File: src/rtl/afe_l2_chan_ctrl_if.sv
// Sample stream in and L2 write port out of one AFE channel, named from the controller's side.
interface afe_l2_chan_ctrl_if #(
  parameter int unsigned AW = 12
);
  logic [31:0]   data_i;
  logic          data_valid_i;
  logic          data_ready_o;
  logic          l2_req_o;
  logic          l2_gnt_i;
  logic [AW-1:0] l2_addr_o;
  logic [31:0]   l2_wdata_o;
  logic [3:0]    l2_be_o;

  modport master (
    input  data_i, data_valid_i, l2_gnt_i,
    output data_ready_o, l2_req_o, l2_addr_o, l2_wdata_o, l2_be_o
  );

  modport slave (
    output data_i, data_valid_i, l2_gnt_i,
    input  data_ready_o, l2_req_o, l2_addr_o, l2_wdata_o, l2_be_o
  );
endinterface

File: src/rtl/afe_l2_chan_ctrl.sv
// AFE channel-to-L2 writer: one sample per RUN->REQ round trip (max one sample every two cycles).
// Sample stalls (ready low) while a write waits for grant; req/addr/data/be hold until granted.
module afe_l2_chan_ctrl #(
  parameter int unsigned L2_AWIDTH_NOAL = 12,
  parameter int unsigned L2_TRANS_SIZE  = 16
) (
  input  logic                      clk_i,
  input  logic                      rst_ni,
  input  logic [L2_AWIDTH_NOAL-1:0] cfg_startaddr_i,
  input  logic [L2_TRANS_SIZE-1:0]  cfg_size_i,
  input  logic [1:0]                cfg_datasize_i,
  input  logic                      cfg_continuous_i,
  input  logic                      cfg_en_i,
  input  logic                      cfg_clr_i,
  output logic                      cfg_en_o,
  output logic [L2_AWIDTH_NOAL-1:0] cfg_curr_addr_o,
  output logic [L2_TRANS_SIZE-1:0]  cfg_bytes_left_o,
  afe_l2_chan_ctrl_if.master        bus,
  output logic                      evt_done_o
);

  typedef enum logic [1:0] {IDLE, RUN, REQ} state_e;

  state_e                    state_q, state_d;
  logic [L2_AWIDTH_NOAL-1:0] curr_addr_q, curr_addr_d;
  logic [L2_TRANS_SIZE-1:0]  bytes_left_q, bytes_left_d;
  logic [1:0]                datasize_q, datasize_d;
  logic                      continuous_q, continuous_d;
  logic [31:0]               wdata_q, wdata_d;
  logic                      done_q, done_d;

  logic [2:0]                step;
  logic [31:0]               wdata_rep;
  logic [3:0]                be;

  always_comb begin
    case (datasize_q)
      2'b00:   begin step = 3'd1; wdata_rep = {4{bus.data_i[7:0]}};  end
      2'b01:   begin step = 3'd2; wdata_rep = {2{bus.data_i[15:0]}}; end
      default: begin step = 3'd4; wdata_rep = bus.data_i;            end
    endcase
  end

  always_comb begin
    be = 4'b0000;
    if (state_q == REQ) begin
      case (datasize_q)
        2'b00:   be = 4'b0001 << curr_addr_q[1:0];
        2'b01:   be = 4'b0011 << {curr_addr_q[1], 1'b0};
        default: be = 4'b1111;
      endcase
    end
  end

  always_comb begin
    state_d      = state_q;
    curr_addr_d  = curr_addr_q;
    bytes_left_d = bytes_left_q;
    datasize_d   = datasize_q;
    continuous_d = continuous_q;
    wdata_d      = wdata_q;
    done_d       = 1'b0;

    case (state_q)
      IDLE: begin
        if (cfg_en_i && (cfg_size_i != '0)) begin
          curr_addr_d  = cfg_startaddr_i;
          bytes_left_d = cfg_size_i;
          datasize_d   = cfg_datasize_i;
          continuous_d = cfg_continuous_i;
          state_d      = RUN;
        end
      end
      RUN: begin
        if (bus.data_valid_i) begin
          wdata_d = wdata_rep;
          state_d = REQ;
        end
      end
      REQ: begin
        if (bus.l2_gnt_i) begin
          state_d = RUN;
          if (bytes_left_q <= L2_TRANS_SIZE'(step)) begin
            done_d = 1'b1;
            // A zero-size reload would leave an empty pass running, so it parks the channel instead.
            if (continuous_q && (cfg_size_i != '0)) begin
              curr_addr_d  = cfg_startaddr_i;
              bytes_left_d = cfg_size_i;
              continuous_d = cfg_continuous_i;
            end else begin
              curr_addr_d  = curr_addr_q + L2_AWIDTH_NOAL'(step);
              bytes_left_d = '0;
              state_d      = IDLE;
            end
          end else begin
            curr_addr_d  = curr_addr_q + L2_AWIDTH_NOAL'(step);
            bytes_left_d = bytes_left_q - L2_TRANS_SIZE'(step);
          end
        end
      end
      default: state_d = IDLE;
    endcase

    if (cfg_clr_i) begin
      state_d      = IDLE;
      curr_addr_d  = '0;
      bytes_left_d = '0;
      done_d       = 1'b0;
    end
  end

  always_ff @(posedge clk_i or negedge rst_ni) begin
    if (!rst_ni) begin
      state_q      <= IDLE;
      curr_addr_q  <= '0;
      bytes_left_q <= '0;
      datasize_q   <= 2'b00;
      continuous_q <= 1'b0;
      wdata_q      <= '0;
      done_q       <= 1'b0;
    end else begin
      state_q      <= state_d;
      curr_addr_q  <= curr_addr_d;
      bytes_left_q <= bytes_left_d;
      datasize_q   <= datasize_d;
      continuous_q <= continuous_d;
      wdata_q      <= wdata_d;
      done_q       <= done_d;
    end
  end

  assign cfg_en_o         = (state_q != IDLE);
  assign cfg_curr_addr_o  = curr_addr_q;
  assign cfg_bytes_left_o = bytes_left_q;
  assign evt_done_o       = done_q;

  assign bus.data_ready_o = (state_q == RUN);
  assign bus.l2_req_o     = (state_q == REQ);
  assign bus.l2_addr_o    = curr_addr_q;
  assign bus.l2_wdata_o   = wdata_q;
  assign bus.l2_be_o      = be;

endmodule

File: src/flat_wrapper.sv
// flat-port wrapper written by rule: the top's interface ports become plain ports
module afe_l2_chan_ctrl_flat 
#(
  parameter int unsigned L2_AWIDTH_NOAL = 12,
  parameter int unsigned L2_TRANS_SIZE  = 16
)
  (clk_i, rst_ni, cfg_startaddr_i, cfg_size_i, cfg_datasize_i, cfg_continuous_i, cfg_en_i, cfg_clr_i, cfg_en_o, cfg_curr_addr_o, cfg_bytes_left_o, evt_done_o, bus_data_i, bus_data_valid_i, bus_l2_gnt_i, bus_data_ready_o, bus_l2_req_o, bus_l2_addr_o, bus_l2_wdata_o, bus_l2_be_o);
  afe_l2_chan_ctrl_if #(.AW((12))) bus_i ();
  input  logic clk_i;
  input  logic rst_ni;
  input  logic [L2_AWIDTH_NOAL-1:0] cfg_startaddr_i;
  input  logic [L2_TRANS_SIZE-1:0] cfg_size_i;
  input  logic [1:0] cfg_datasize_i;
  input  logic cfg_continuous_i;
  input  logic cfg_en_i;
  input  logic cfg_clr_i;
  output logic cfg_en_o;
  output logic [L2_AWIDTH_NOAL-1:0] cfg_curr_addr_o;
  output logic [L2_TRANS_SIZE-1:0] cfg_bytes_left_o;
  output logic evt_done_o;
  input wire logic [$bits(bus_i.data_i)-1:0] bus_data_i;
  input wire logic [$bits(bus_i.data_valid_i)-1:0] bus_data_valid_i;
  input wire logic [$bits(bus_i.l2_gnt_i)-1:0] bus_l2_gnt_i;
  output wire logic [$bits(bus_i.data_ready_o)-1:0] bus_data_ready_o;
  output wire logic [$bits(bus_i.l2_req_o)-1:0] bus_l2_req_o;
  output wire logic [$bits(bus_i.l2_addr_o)-1:0] bus_l2_addr_o;
  output wire logic [$bits(bus_i.l2_wdata_o)-1:0] bus_l2_wdata_o;
  output wire logic [$bits(bus_i.l2_be_o)-1:0] bus_l2_be_o;
  assign bus_i.data_i = bus_data_i;
  assign bus_i.data_valid_i = bus_data_valid_i;
  assign bus_i.l2_gnt_i = bus_l2_gnt_i;
  assign bus_data_ready_o = bus_i.data_ready_o;
  assign bus_l2_req_o = bus_i.l2_req_o;
  assign bus_l2_addr_o = bus_i.l2_addr_o;
  assign bus_l2_wdata_o = bus_i.l2_wdata_o;
  assign bus_l2_be_o = bus_i.l2_be_o;
  afe_l2_chan_ctrl #(.L2_AWIDTH_NOAL(L2_AWIDTH_NOAL), .L2_TRANS_SIZE(L2_TRANS_SIZE)) u_core (.clk_i(clk_i), .rst_ni(rst_ni), .cfg_startaddr_i(cfg_startaddr_i), .cfg_size_i(cfg_size_i), .cfg_datasize_i(cfg_datasize_i), .cfg_continuous_i(cfg_continuous_i), .cfg_en_i(cfg_en_i), .cfg_clr_i(cfg_clr_i), .cfg_en_o(cfg_en_o), .cfg_curr_addr_o(cfg_curr_addr_o), .cfg_bytes_left_o(cfg_bytes_left_o), .bus(bus_i), .evt_done_o(evt_done_o));
endmodule
File: config.mk
export PLATFORM = sky130hd
export DESIGN_NAME = afe_l2_chan_ctrl_flat
export DESIGN_NICKNAME = d
export VERILOG_FILES = /design/src/rtl/afe_l2_chan_ctrl_if.sv /design/src/rtl/afe_l2_chan_ctrl.sv /design/src/flat_wrapper.sv
export SDC_FILE = /design/constraint.sdc
export NUM_CORES = 1
export LEC_CHECK = 0
export CORE_MARGIN = 4
export CORE_UTILIZATION = 45
export CTS_CLUSTER_SIZE = 14
export DETAILED_ROUTE_END_ITERATION = 7
export PLACE_DENSITY = 0.82
export SETUP_SLACK_MARGIN = 0.15
export SYNTH_ARGS = -nofsm -noshare
export SYNTH_HDL_FRONTEND = slang
export SYNTH_SLANG_ARGS = --single-unit
File: constraint.sdc
create_clock -name clk_i -period 4.2 [get_ports clk_i]
set_input_delay 1.05 -clock clk_i [delete_from_list [all_inputs] [get_ports clk_i]]
set_output_delay 1.05 -clock clk_i [all_outputs]
set_load 0.01 [all_outputs]
* Word-level counts from Yosys, hierarchy flattened
Cells that the tools add are included.
** Word-level totals
- Output and inout port bits :: 80
- Input bits :: 69
- Flip-flop bits (word level) :: 66
** Operators by class
- Muxes and demuxes :: 32
- Add/subtract/negate cells :: 2
- Equality and inequality tests :: 10
- Order comparisons :: 1
- Shift-type cells :: 2
- Reductions and logical operators :: 13
** Operators with widths (count)
- $mux W16 :: 5
- $pmux W32 S2 :: 1
- $mux W12 :: 5
- $pmux W16 S2 :: 1
- $pmux W12 S2 :: 1
- $le A16 B3 Y1 :: 1
- $reduce_bool A16 Y1 :: 1
- $sub A16 B3 Y16 :: 1
- $add A12 B3 Y12 :: 1
- $mux W2 :: 5
- $mux W1 :: 9
- $pmux W4 S2 :: 1
- $ne A2 B1 Y1 const B :: 3
- $ne A3 B3 Y1 const B :: 2
- $pmux W2 S3 :: 1
- $pmux W3 S2 :: 1
- $reduce_and A3 Y1 :: 2
- $reduce_and A5 Y1 :: 1
- $eq A2 B1 Y1 const B :: 2
- $logic_not A2 Y1 :: 2
- $mux W4 :: 1
- $reduce_and A2 Y1 :: 2
- $reduce_bool A2 Y1 :: 2
- $shl A1 B2 Y4 const A :: 1
- other kinds (7) :: 8

* Depth between registers and ports, before layout
- Word-level depth :: 8
- Mapped depth :: 12
- Mapped depth without buffers :: 10

* Worst setup path after synthesis
OpenSTA, ideal clock, no wires.
- Path kind :: reg2reg
- Start point :: register u_core.datasize_q[1]
- End point :: register u_core.continuous_q
- Library setup time :: 0.127 ns
- Data required time :: 4.073 ns
- Clock period less this slack :: 3.420 ns
- Path slack :: 0.780 ns
- Stages on the path, launching flop included :: 12
- Arrival :: 3.293 ns
- Path through :: dfrtp_1 > clkbuf_1 > nor2_1 > ha_1 > inv_1 > fa_1 > a21oi_1 > o211ai_1 > o31ai_4 > buf_4 > nand2_1 > mux2_1
** On the way
- Longest elaborated chain between the ends :: 5
- Elaborated cells between the ends (all ways) :: 6
- Those cells by class :: order compare (1); eq/ne (2); mux (1); reduce/logical (2)
** RTL lines
- start: declaration :: line afe_l2_chan_ctrl.sv:27 : logic [1:0] datasize_q, datasize_d;
- start signal: assignment :: line afe_l2_chan_ctrl.sv:125 : datasize_q <= datasize_d;
- $eq A2 B1 Y1 or $logic_not A2 Y1 (tied branches) :: line afe_l2_chan_ctrl.sv:37 : case (datasize_q)
- $pmux W3 S2 (*) :: line afe_l2_chan_ctrl.sv:37
- $le A16 B3 Y1 (*) :: line afe_l2_chan_ctrl.sv:83 : if (bytes_left_q <= L2_TRANS_SIZE'(step)) begin
- $ne A2 B1 Y1 (no source line) (*)
- $reduce_and A5 Y1 (no source line) (*)
- end signal: assignment :: line afe_l2_chan_ctrl.sv:126 : continuous_q <= continuous_d;
- end: declaration :: line afe_l2_chan_ctrl.sv:28 : logic continuous_q, continuous_d;
Every way passes the cells marked *; elsewhere a longest branch is shown, timed or not.
A chain may end at the register's enable or synchronous reset.

* Worst setup path in the final report
- Start point :: register u_core.datasize_q[1]
- End point :: register u_core.bytes_left_q[4], in the netlist u_core.cfg_bytes_left_o[4]
** On the way
- Longest elaborated chain between the ends :: 7
- Elaborated cells between the ends (all ways) :: 9
- Those cells by class :: add/sub (1); order compare (1); eq/ne (1); mux (5); reduce/logical (1)
** RTL lines
- $eq A2 B1 Y1 or $logic_not A2 Y1 (tied branches) :: line afe_l2_chan_ctrl.sv:37
- $pmux W3 S2 (*) :: line afe_l2_chan_ctrl.sv:37
- $sub A16 B3 Y16 or $le A16 B3 Y1 (tied branches) :: line afe_l2_chan_ctrl.sv:97, afe_l2_chan_ctrl.sv:83
- $mux W16 (*) :: line afe_l2_chan_ctrl.sv:83
- $mux W16 (*) :: line afe_l2_chan_ctrl.sv:81 : if (bus.l2_gnt_i) begin
- $pmux W16 S2 (*) :: line afe_l2_chan_ctrl.sv:64 : case (state_q)
- $mux W16 (*) :: line afe_l2_chan_ctrl.sv:104 : if (cfg_clr_i) begin
- end signal: assignment :: line afe_l2_chan_ctrl.sv:124 : bytes_left_q <= bytes_left_d;
- end: declaration :: line afe_l2_chan_ctrl.sv:26 : logic [L2_TRANS_SIZE-1:0] bytes_left_q, bytes_left_d;
Every way passes the cells marked *; elsewhere a longest branch is shown, timed or not. The select of a mux whose other input is x is not followed.

==> impl_metrics.csv <==
group,metric,value,unit
run_status,outcome,"complete, no violations",
power_and_ir_drop,p_int,0.00155,W
clocking,tritoncts,"built",
logic_synthesis,synth.avg_cell_area,9.14,sq um
power_and_ir_drop,pwr-share-clk,23.7,%
grt,grt_pass1_vias,3845,
timing,finalHoldViolCount,0,
grt,grt_max_degree,45,
die,rows,33,
detailed_routing,drt-initial-drc-count,248,
timing,setup_viol,0,
detailed_routing,drc,0,
layout,drive_gt1_share,7.47,%
power_and_ir_drop,power.static_leakage,2.35,nW
logic_synthesis,synth_area,3880,sq um
logic_synthesis,synth.distinct_cells,58,
timing,fmax,0.296,GHz
clocking,path_clk_slew,0.08,ns
timing,fin_ws,0.824,ns
setup_path,critPathRequiredTime,4.41,ns
layout,final_cell_area,5560,sq um
logic_synthesis,synthArstFlopShare,100,%
setup_path,cp_data_arrival_time,3.59,ns
timing,maxSlewHeadroom,47.3,%
die,die_area,10200,sq um
detailed_routing,vias,3855,
detailed_routing,wl_per_cell,18.2,um
hold_path,hold_depth,2,
clocking,htreeDepth,3,
timing,fin_crit_sh,80.4,%
clocking,cts_sinks,66,
setup_path,end_kind,"register",
placement,gp_congestion,0.922,
placement,port_buffers,148,
power_and_ir_drop,p_sw,0.000786,W
layout,nNetsFinal,633,
power_and_ir_drop,p_seq_share,37.1,%
detailed_routing,first_pass_iters,5,
power_and_ir_drop,p_comb_share,39.2,%
grt,antenna_found_initial,0,
power_and_ir_drop,power.density,421,nW/um^2
grt,grt_pass1_wl,19300,um
hold_path,hp-class,"register to register",
logic_synthesis,synth_fp_nets,500,
clocking,numCtsBuffers,9,
setup_path,reg2reg_to,"u_core.cfg_bytes_left_o[4]",
setup_path,crit_type,"register to register",
die,fp.dieW,101,um
placement,pre_cts_slack,0.666,ns
setup_path,r2r_start,"u_core.datasize_q[1]",
die,start_util,46.7,%
grt,grt_overflow,0,
clocking,post_cts_buffers,0,
grt,grt_util_all_layers,24.1,%
setup_path,startpoint_type,"register",
detailed_routing,viasPerCell,5.78,
clocking,cts_buffer_depth,2,
logic_synthesis,synth_seq_cells,66,
die,io_pins,149,
clocking,post_cts_resized,0,
logic_synthesis,synth-main-ff-cell,"dfrtp_1",
hold_path,min-delay-start,"u_core.bus.l2_wdata_o[12]",
clocking,cts_root_buf,"clkbuf_8",
logic_synthesis,yosysWarnings,0,
detailed_routing,routed_wl,12200,um
setup_path,crit_start,"u_core.datasize_q[1]",
timing,slew_violations,0,
timing,rsz0062_at_grt,"no",
die,die_h,101,um
layout,nFillCells,687,
hold_path,min_to,"u_core.bus.l2_wdata_o[12]",
logic_synthesis,syn_inst,424,
setup_path,r2r_cells,9,
clocking,clock_latency,0.34,ns
clocking,cts_hold_buf,0,
timing,setup_tns,0,ns
detailed_routing,ant_nets,0,
timing,skew,0.0123,ns
placement,dpl_cell_area,5360,sq um
layout,diodes,0,
layout,syn_to_final_growth,43.5,%
die,coreArea,8300,sq um
timing,period_needed,3.38,ns
layout,fin_cells,667,
logic_synthesis,synth_edf_count,0,
setup_path,reg2reg_setup_slack,0.82,ns
timing,worst_pin_slew,0.791,ns
power_and_ir_drop,ir_drop,0.273,mV
logic_synthesis,yosysSeqAreaShare,42.6,%
placement,hpwlAfterDp,9240,um
setup_path,critPathMaxFanout,17,
placement,dpl.cell_count,651,
job,drv_cap,0,
power_and_ir_drop,switching_share,33.6,%
stage by stage:
step / hold WS (ns) / power, W / util, %
after floorplan: 0.488 / 0.00133 / -
after global placement: 0.461 / 0.00177 / 64.6
after detailed placement: 0.469 / 0.00180 / 64.6
after CTS: 0.486 / 0.00236 / 67.0
after global routing: 0.520 / 0.00248 / 67.0
final: 0.483 / 0.00234 / 67.0
placed cells by master, fill, tap and decap left out, types with 4 or more instances in the layout:
master           synthesis  routed
a21o_1                   4       4
a21oi_1                 28      28
a221o_1                 11      11
a31oi_1                  9       9
buf_4                   13       8
clkbuf_8                 0      11
clkdlybuf4s50_1          0     147
dfrtp_1                 66      66
ha_1                     6       6
inv_1                   13      13
mux2_2                  10      10
mux2i_1                 26      26
nand2_1                 50      50
nand2b_1                 7       7
nand3_1                  6       6
nor2_1                  30      30
nor3_1                  19      19
nor4_1                   7       7
o21ai_0                 27      27
o21ai_1                 11      11
o22ai_1                  6       6
or3_1                    4       4
xnor2_1                  5       5
kinds of logic after synthesis:
kind of cell	after synthesis	share of synthesized area (%)
AO/OA/AOI/OAI	120	20.3
XOR/XNOR	6	1.36
adder cells (fa/ha/maj)	7	2.45
buffers and inverters	48	6.16
flip-flops	66	42.6
multiplexers	37	9.91
AND/OR/NAND/NOR	140	17.2
registers in the layout, summed over array words and instances, names as in the netlist:
signal and cells:
u_core.bus.l2_addr_o 12, u_core.state_q 2, u_core.evt_done_o 1, u_core.bus.l2_wdata_o 32
u_core.cfg_bytes_left_o 16, u_core.continuous_q 1, u_core.datasize_q 2
worst max-delay path, cell delays in order (launching register included):
cell and delay, ns:
dfrtp_1 0.50, nor2_1 0.20, ha_1 0.20, inv_1 0.06, fa_1 0.41, a21oi_1 0.32
o211ai_1 0.29, o21ai_2 0.73, o21ai_0 0.22, a221o_1 0.32
cell usage after synthesis, types with 2 or more instances:
master / number / area share, %
o21ai_1: 11 / 1.4
o21ai_0: 27 / 3.5
o22ai_1: 6 / 0.97
or3_4: 2 / 0.58
a21o_1: 4 / 0.77
ha_1: 6 / 1.9
o21a_1: 2 / 0.39
buf_2: 2 / 0.26
nand2b_1: 7 / 1.1
nor3_1: 19 / 2.5
nor2_1: 30 / 2.9
mux2_2: 10 / 2.9
clkbuf_1: 18 / 1.7
xnor2_1: 5 / 1.1
o31ai_1: 2 / 0.39
a221o_1: 11 / 2.8
a21oi_1: 28 / 3.6
inv_1: 13 / 1.3
o221ai_1: 2 / 0.45
a211oi_1: 2 / 0.39
dfrtp_1: 66 / 43
nand2_1: 50 / 4.8
nand3_1: 6 / 0.77
nand4_1: 3 / 0.48
or3_1: 4 / 0.65
nor2b_1: 3 / 0.48
a31oi_1: 9 / 1.5
buf_4: 13 / 2.5
o211ai_1: 3 / 0.58
mux2i_1: 26 / 6.7
nor4_1: 7 / 1.1
layout make-up:
type	instances	area [sq um]	share of cell area, %
Inverter	14	52.6	0.944
Clock inverter	4	50.0	0.899
Tap cell	105	131	2.36
Sequential cell	66	1650	29.7
Clock buffer	12	155	2.79
Timing Repair Buffer	156	1540	27.6
Multi-Input combinational cell	310	1990	35.7
power by group through the flow:
stage | Combinational (W) | Sequential, W | Clock [W]
final | 0.000918 | 0.000868 | 0.000555
after global routing | 0.000998 | 0.000890 | 0.000592
after CTS | 0.000924 | 0.000868 | 0.000566
after global placement | 0.000896 | 0.000873 | 0
after floorplan | 0.000410 | 0.000916 | 0
after detailed placement | 0.000920 | 0.000880 | 0
routing by layer:
metal  track usage [%]  up-vias  part of all wire, %
li1                  -     1803                    -
met1              30.9     1881                   42
met2              40.4      147                   50
met3              4.50       24                  6.2
met4              8.81        0                  2.1
met5                 0        -                    0
worst max path at each step:
stage / to / slack [ns] / cells past startpoint
2_1_floorplan: u_core.continuous_q / 0.78 / 11
5_1_grt: u_core.cfg_bytes_left_o[4] / 0.54 / 9
6_report: u_core.cfg_bytes_left_o[4] / 0.82 / 9
3_3_place_gp: u_core.cfg_bytes_left_o[1] / 0.75 / 7
3_5_place_dp: u_core.cfg_bytes_left_o[6] / 0.67 / 6
4_1_cts: u_core.cfg_bytes_left_o[4] / 0.83 / 9
(Power assumes the default switching activity.)
